===== src/rtl/alu_mem_subsystem.sv =====
// Execution/storage core: byte-loaded instruction memory, data memory and a clocked ALU.
// Optional multiplier enabled by defining ALU_MUL_EN (op 01101 is a no-op otherwise).
module alu_mem_subsystem #(
    parameter int ADDR_W = 6,
    parameter int DATA_W = 16
) (
    input  logic              clk,
    input  logic              reset,
    input  logic              clk_enable,
    input  logic              button,
    input  logic [7:0]        input_instruction,
    input  logic [ADDR_W-1:0] pc,
    output logic [DATA_W-1:0] instruction,
    output logic              imem_full,
    input  logic [ADDR_W-1:0] dm_read_addr,
    input  logic [ADDR_W-1:0] dm_write_addr,
    input  logic              dm_read_enable,
    input  logic              dm_write_enable,
    input  logic [DATA_W-1:0] dm_write_data,
    output logic [DATA_W-1:0] dm_read_data,
    input  logic [DATA_W-1:0] alu_a,
    input  logic [DATA_W-1:0] alu_b,
    output logic [DATA_W-1:0] accumulator,
    output logic              carry,
    output logic              overflow,
    output logic              bool,
    output logic              zero
);
    localparam int DEPTH = 1 << ADDR_W;

    logic [DATA_W-1:0] imem_q [DEPTH];
    logic [DATA_W-1:0] dmem_q [DEPTH];
    logic [ADDR_W:0]   ptr_q;
    logic [7:0]        hi_q;
    logic              toggle_q;
    logic              sync1_q, sync2_q, prev_q;
    logic              press, load_fire;

    logic [DATA_W-1:0] acc_q, acc_d;
    logic              carry_q, carry_d, ov_q, ov_d, bool_q, bool_d, zero_q, zero_d;
    logic              acc_we;
    logic [1:0]        alu_type;
    logic [4:0]        alu_op;
    logic [DATA_W-1:0] add_b;
    logic [DATA_W:0]   sum;
    logic [DATA_W-1:0] diff;
`ifdef ALU_MUL_EN
    logic [2*DATA_W-1:0] prod;
`endif

    // A press is the rising edge of the synchronized button level.
    assign press     = sync2_q & ~prev_q;
    assign load_fire = press & ~clk_enable & ~ptr_q[ADDR_W];
    assign imem_full = ptr_q[ADDR_W];

    always_ff @(posedge clk or negedge reset) begin
        if (!reset) begin
            sync1_q  <= 1'b0;
            sync2_q  <= 1'b0;
            prev_q   <= 1'b0;
            ptr_q    <= '0;
            hi_q     <= '0;
            toggle_q <= 1'b0;
            for (int i = 0; i < DEPTH; i++) imem_q[i] <= '0;
        end else begin
            sync1_q <= button;
            sync2_q <= sync1_q;
            prev_q  <= sync2_q;
            if (load_fire) begin
                if (!toggle_q) begin
                    hi_q     <= input_instruction;
                    toggle_q <= 1'b1;
                end else begin
                    imem_q[ptr_q[ADDR_W-1:0]] <= {hi_q, input_instruction};
                    ptr_q    <= ptr_q + 1'b1;
                    toggle_q <= 1'b0;
                end
            end
        end
    end

    assign instruction = imem_q[pc];

    always_ff @(posedge clk or negedge reset) begin
        if (!reset) begin
            for (int i = 0; i < DEPTH; i++) dmem_q[i] <= '0;
        end else if (clk_enable && dm_write_enable) begin
            dmem_q[dm_write_addr] <= dm_write_data;
        end
    end

    assign dm_read_data = dm_read_enable ? dmem_q[dm_read_addr] : '0;

    assign alu_type = instruction[15:14];
    assign alu_op   = instruction[13:9];
    // INC shares the adder with ADD by forcing operand B to one.
    assign add_b    = (alu_op == 5'b00011) ? DATA_W'(1) : alu_b;
    assign sum      = {1'b0, alu_a} + {1'b0, add_b};
    assign diff     = alu_a - alu_b;
`ifdef ALU_MUL_EN
    assign prod     = alu_a * alu_b;
`endif

    always_comb begin
        acc_d   = acc_q;
        carry_d = carry_q;
        ov_d    = ov_q;
        bool_d  = bool_q;
        acc_we  = 1'b0;
        if (clk_enable && !alu_type[1]) begin
            case (alu_op)
                5'b00000, 5'b00011: begin
                    acc_d   = sum[DATA_W-1:0];
                    carry_d = sum[DATA_W];
                    ov_d    = (alu_a[DATA_W-1] == add_b[DATA_W-1]) &&
                              (sum[DATA_W-1] != alu_a[DATA_W-1]);
                    acc_we  = 1'b1;
                end
                5'b00001: begin
                    acc_d   = diff;
                    carry_d = alu_a < alu_b;
                    ov_d    = (alu_a[DATA_W-1] != alu_b[DATA_W-1]) &&
                              (diff[DATA_W-1] != alu_a[DATA_W-1]);
                    acc_we  = 1'b1;
                end
                5'b00100: begin acc_d = alu_a & alu_b;       carry_d = 1'b0; ov_d = 1'b0; acc_we = 1'b1; end
                5'b00101: begin acc_d = alu_a | alu_b;       carry_d = 1'b0; ov_d = 1'b0; acc_we = 1'b1; end
                5'b00110: begin acc_d = alu_a ^ alu_b;       carry_d = 1'b0; ov_d = 1'b0; acc_we = 1'b1; end
                5'b00111: begin acc_d = ~alu_a;              carry_d = 1'b0; ov_d = 1'b0; acc_we = 1'b1; end
                5'b01000: begin acc_d = alu_a << alu_b[3:0]; carry_d = 1'b0; ov_d = 1'b0; acc_we = 1'b1; end
                5'b01001: begin acc_d = alu_a >> alu_b[3:0]; carry_d = 1'b0; ov_d = 1'b0; acc_we = 1'b1; end
                5'b01010: bool_d = (alu_a == alu_b);
                5'b01011: bool_d = (alu_a < alu_b);
                5'b01100: bool_d = (alu_a > alu_b);
`ifdef ALU_MUL_EN
                5'b01101: begin
                    acc_d   = prod[DATA_W-1:0];
                    carry_d = |prod[2*DATA_W-1:DATA_W];
                    ov_d    = |prod[2*DATA_W-1:DATA_W];
                    acc_we  = 1'b1;
                end
`endif
                5'b01110: begin acc_d = alu_a; carry_d = 1'b0; ov_d = 1'b0; acc_we = 1'b1; end
                default: ;
            endcase
        end
        zero_d = acc_we ? (acc_d == '0) : zero_q;
    end

    always_ff @(posedge clk or negedge reset) begin
        if (!reset) begin
            acc_q   <= '0;
            carry_q <= 1'b0;
            ov_q    <= 1'b0;
            bool_q  <= 1'b0;
            zero_q  <= 1'b0;
        end else begin
            acc_q   <= acc_d;
            carry_q <= carry_d;
            ov_q    <= ov_d;
            bool_q  <= bool_d;
            zero_q  <= zero_d;
        end
    end

    assign accumulator = acc_q;
    assign carry       = carry_q;
    assign overflow    = ov_q;
    assign bool        = bool_q;
    assign zero        = zero_q;
endmodule


===== config.mk =====
export PLATFORM = sky130hd
export DESIGN_NAME = alu_mem_subsystem
export DESIGN_NICKNAME = d
export VERILOG_FILES = /design/src/rtl/alu_mem_subsystem.sv
export SDC_FILE = /design/constraint.sdc
export NUM_CORES = 2
export LEC_CHECK = 0
export ABC_AREA = 1
export CAP_MARGIN = 25
export CORE_MARGIN = 3
export CORE_UTILIZATION = 32
export CTS_CLUSTER_DIAMETER = 50
export DETAILED_ROUTE_END_ITERATION = 6
export DONT_BUFFER_PORTS = 1
export GPL_TIMING_DRIVEN = 0
export PLACE_DENSITY = 0.47
export SLEW_MARGIN = 20
export SYNTH_ARGS = -nofsm -noshare
export SYNTH_HDL_FRONTEND = slang
export SYNTH_SLANG_ARGS = --single-unit

===== constraint.sdc =====
create_clock -name clk -period 5.95 [get_ports clk]
set_clock_uncertainty 0.15 [all_clocks]
set_input_delay 0.2975 -clock clk [delete_from_list [all_inputs] [get_ports clk]]
set_output_delay 0.2975 -clock clk [all_outputs]
set_load 0.02 [all_outputs]

==> metrics.txt <==
HP Start=alu_a[14]; WL per Instance=43.3 microns; Post-synth EDFFs=0; sequential area share after synthesis=0.541; minimum clock period=between 6 and 7 ns; period utilisation layout=1.03; vias in the first global route=around 96k; failing checks=DRC, setup timing; FP Rows=around 200; Final setup viols=10; WP data required=~5.5 ns; Buf/Inv on CP=9; DR vias/cell=around 6.4; global-route wire length before repair=between 900 and 1000 mm; HPWL after DPL=between 500 and 600 mm; WS Path Type=primary input to primary output; Synth Net Count=between 10k and 15k; initial antenna violation count=approximately 210; CP endpoint kind=primary output; Top delay family on crit path=buffers and inverters; Hold Crit Class=primary input to register; Port Buffer Count=0; Netlist Area Pre-Place=just under 0.1 sq mm; Chip Width=about 560 microns; drt first pass iters=7; mean area per synthesized cell=~8.2 sq um; Synth cell types=54; CP Launch Point=pc[0]; fraction of layout cells with a size suffix above 1=0.104; Max Root-Sink Buffers=4; die height=around 560 microns; Cell Chain, Critical Path=buf_6 -> buf_6 -> buf_2 -> buf_2 -> clkbuf_1 -> clkbuf_2 -> buf_16 -> clkbuf_2 -> buf_16 -> nor2_1 -> o22ai_1 -> nor2_1 -> o221ai_2 -> nand3_1 -> nand2_1; Worst-path clk slew=approximately 0.050 ns; placed cell areas=about 0.11 sq mm; most common cell in the netlist=o21ai_0; vias post-DR=about 110k; I/O Pins=between 100 and 150; predominant post-synthesis flop cell=dfrtp_1; CTS sink count=between 2k and 2.5k; slowest stage cell, crit path=o22ai_1; Worst Path Max Fanout=10; grt ovf=0; peak supply drop=0.230 mV; Max-slew headroom=0.0981; Final Cell Area=roughly 0.12 sq mm; Power Dens Cells=approximately 350 mW/mm^2; root buffer cell=clkbuf_16; commonest cells in the netlist=o21ai_0, nand2_1, dfrtp_1, nor2_1, clkbuf_1; largest net degree at the start of global routing=between 200 and 250; fillcell total=roughly 31k; clock latency on the worst-skew pair=0.97 ns; total track usage=0.456; Synth area leader=dfrtp_1; max-slew violation count=0; Die ar.=slightly above 0.3 sq mm; synthesis-to-layout area growth=24.0%; Hold Vio Cnt, Final=0; number of synthesized register bits=between 2k and 2.5k; final worst slack=-0.193 ns; starting DRC count in detailed routing=19.2k; Core ar.=approximately 0.3 sq mm; worst flop-to-flop path startpoint=imem_q[441]; Remaining DRCs=2; worst slew pin tran=approximately 1.3 ns; Critical Path Max Stage Delay=0.74 ns; total of max-cap violations=0; Fin Hold WS=about 0.0029 ns; Inserted Clock Buffers=around 320; cell leakage power=~52 nW; arrival time worst endpoint=5.70 ns; # nets final=between 10k and 15k; Yosys warning total=0; crit start category=primary input; CTS tree=yes; Fmax=between 0.15 and 0.2 GHz; H-tree depth=5; Antenna Nets Post-Route=0; Initial Utilization=0.322; ys async rst share=1.00; routability cong.=between 1 and 1.5; post-synth top area share=0.541; routed wire length=~730 mm; Cells after Synth=between 10k and 15k; ranking of synthesized cells by area=dfrtp_1, o21ai_0, nand2_1, nor2_1, clkbuf_1; status=finished with violations
==> cell usage in the layout (no fill, tap or decap), types with 27 or more instances in the layout <==
cell type and n:
o221ai_1 211, buf_16 121, inv_6 38, nand2_1 2801, o211ai_1 31, clkinv_4 30, o21ai_0 3095, bufinv_16 41
buf_4 67, dfrtp_1 2085, a21oi_1 69, dlygate4sd3_1 80, nand4_1 32, inv_1 161, clkbuf_8 34, buf_2 65
nand3_1 476, diode_2 88, nor2_1 1127, clkbuf_2 288, clkbuf_16 330, ha_1 66, clkbuf_1 723, buf_6 48
clkinv_2 49, o22ai_1 250, buf_12 27, clkinvlp_4 32
==> logic make-up after synthesis <==
group | share of synthesized area
DFF | 0.541
adders and majority gates | 0.00896
and+or+nand+nor | 0.187
xor gates and xnor gates | 0.00199
muxes | 0.000104
AOI/OAI and AO/OA | 0.210
buffers and inverters | 0.0516
==> flip-flops by register name, summed over array words and instances, names as in the netlist <==
register / count
dmem_q: 1024
imem_q: 1024
accumulator: 16
hi_q: 8
ptr_q: 7
bool: 1
carry: 1
overflow: 1
prev_q: 1
sync1_q: 1
sync2_q: 1
toggle_q: 1
zero: 1
==> final timing paths <==
path / to / depth (start not counted) / slack (ns)
hold reg to reg: sync2_q / 0 / 0.21
setup / recovery: instruction[1] / 15 / -0.19
max in group asynchronous: dmem_q[840] / 8 / 1.87
setup reg to reg: zero / 33 / 0.17
min in group asynchronous: imem_q[773] / 4 / 0.41
hold / removal: accumulator[15] / 10 / 0.003
==> power breakdown <==
part           total (W)  internal, W  switching (W)
clock network     0.0205       0.0125        0.00800
logic            0.00554      0.00128        0.00427
registers         0.0154       0.0148       0.000596
==> through the flow <==
stage	power, W	worst slack (ns)	cells	TNS [ns]	util
5_1_grt	0.0421	-0.00564	16685	-0.00564	0.399
3_3_place_gp	0.0200	-2.80	15727	-1478.86	0.338
2_1_floorplan	0.0173	1.45	11769	0	-
6_report	0.0415	-0.193	16756	-1.28	0.399
3_5_place_dp	0.0206	-2.28	15966	-19.92	0.356
4_1_cts	0.0410	0.00235	16646	0	0.397
==> timing repair <==
item | 4_1_cts | 5_1_grt
buffers inserted | 1 | 1
endpoints found under the setup margin | 12 | 16
endpoints found under the hold margin | 1035 | 0
resized for setup | 29 | 29
hold buffers | 82 | 0
pin swaps | 0 | 1
==> tightest hold or removal path: stages <==
cell and delay, ns:
nand2_1 0.04, nand3_1 0.11, nand3_1 0.08, nand3_1 0.08
nand3_1 0.10, o21ai_0 0.09, nor2_1 0.04, nand2_1 0.08
o21ai_1 0.08, inv_1 0.05
==> routing by layer <==
metal | global-route usage | part of all wire | up-vias | wire (microns)
met3 | 0.273 | 0.18 | 1721 | 128000
li1 | - | - | 41400 | -
met4 | 0.225 | 0.057 | 88 | 41500
met5 | 0 | 0.0011 | - | 816
met1 | 0.608 | 0.40 | 54254 | 289000
met2 | 0.567 | 0.37 | 9036 | 267000
==> layout make-up <==
cell class	instances	area, sq um	area share
diodes	88	220	0.00184
plain buffers	1070	4630	0.0386
clock buffers	397	8810	0.0735
clock inverters	200	2620	0.0218
inverters	199	764	0.00638
multi-input cells	8413	39800	0.332
flip-flops and latches	2087	52200	0.436
well taps	3958	4950	0.0413
repair buffers	344	5810	0.0485
No activity file was read; power rests on OpenSTA's default activity.
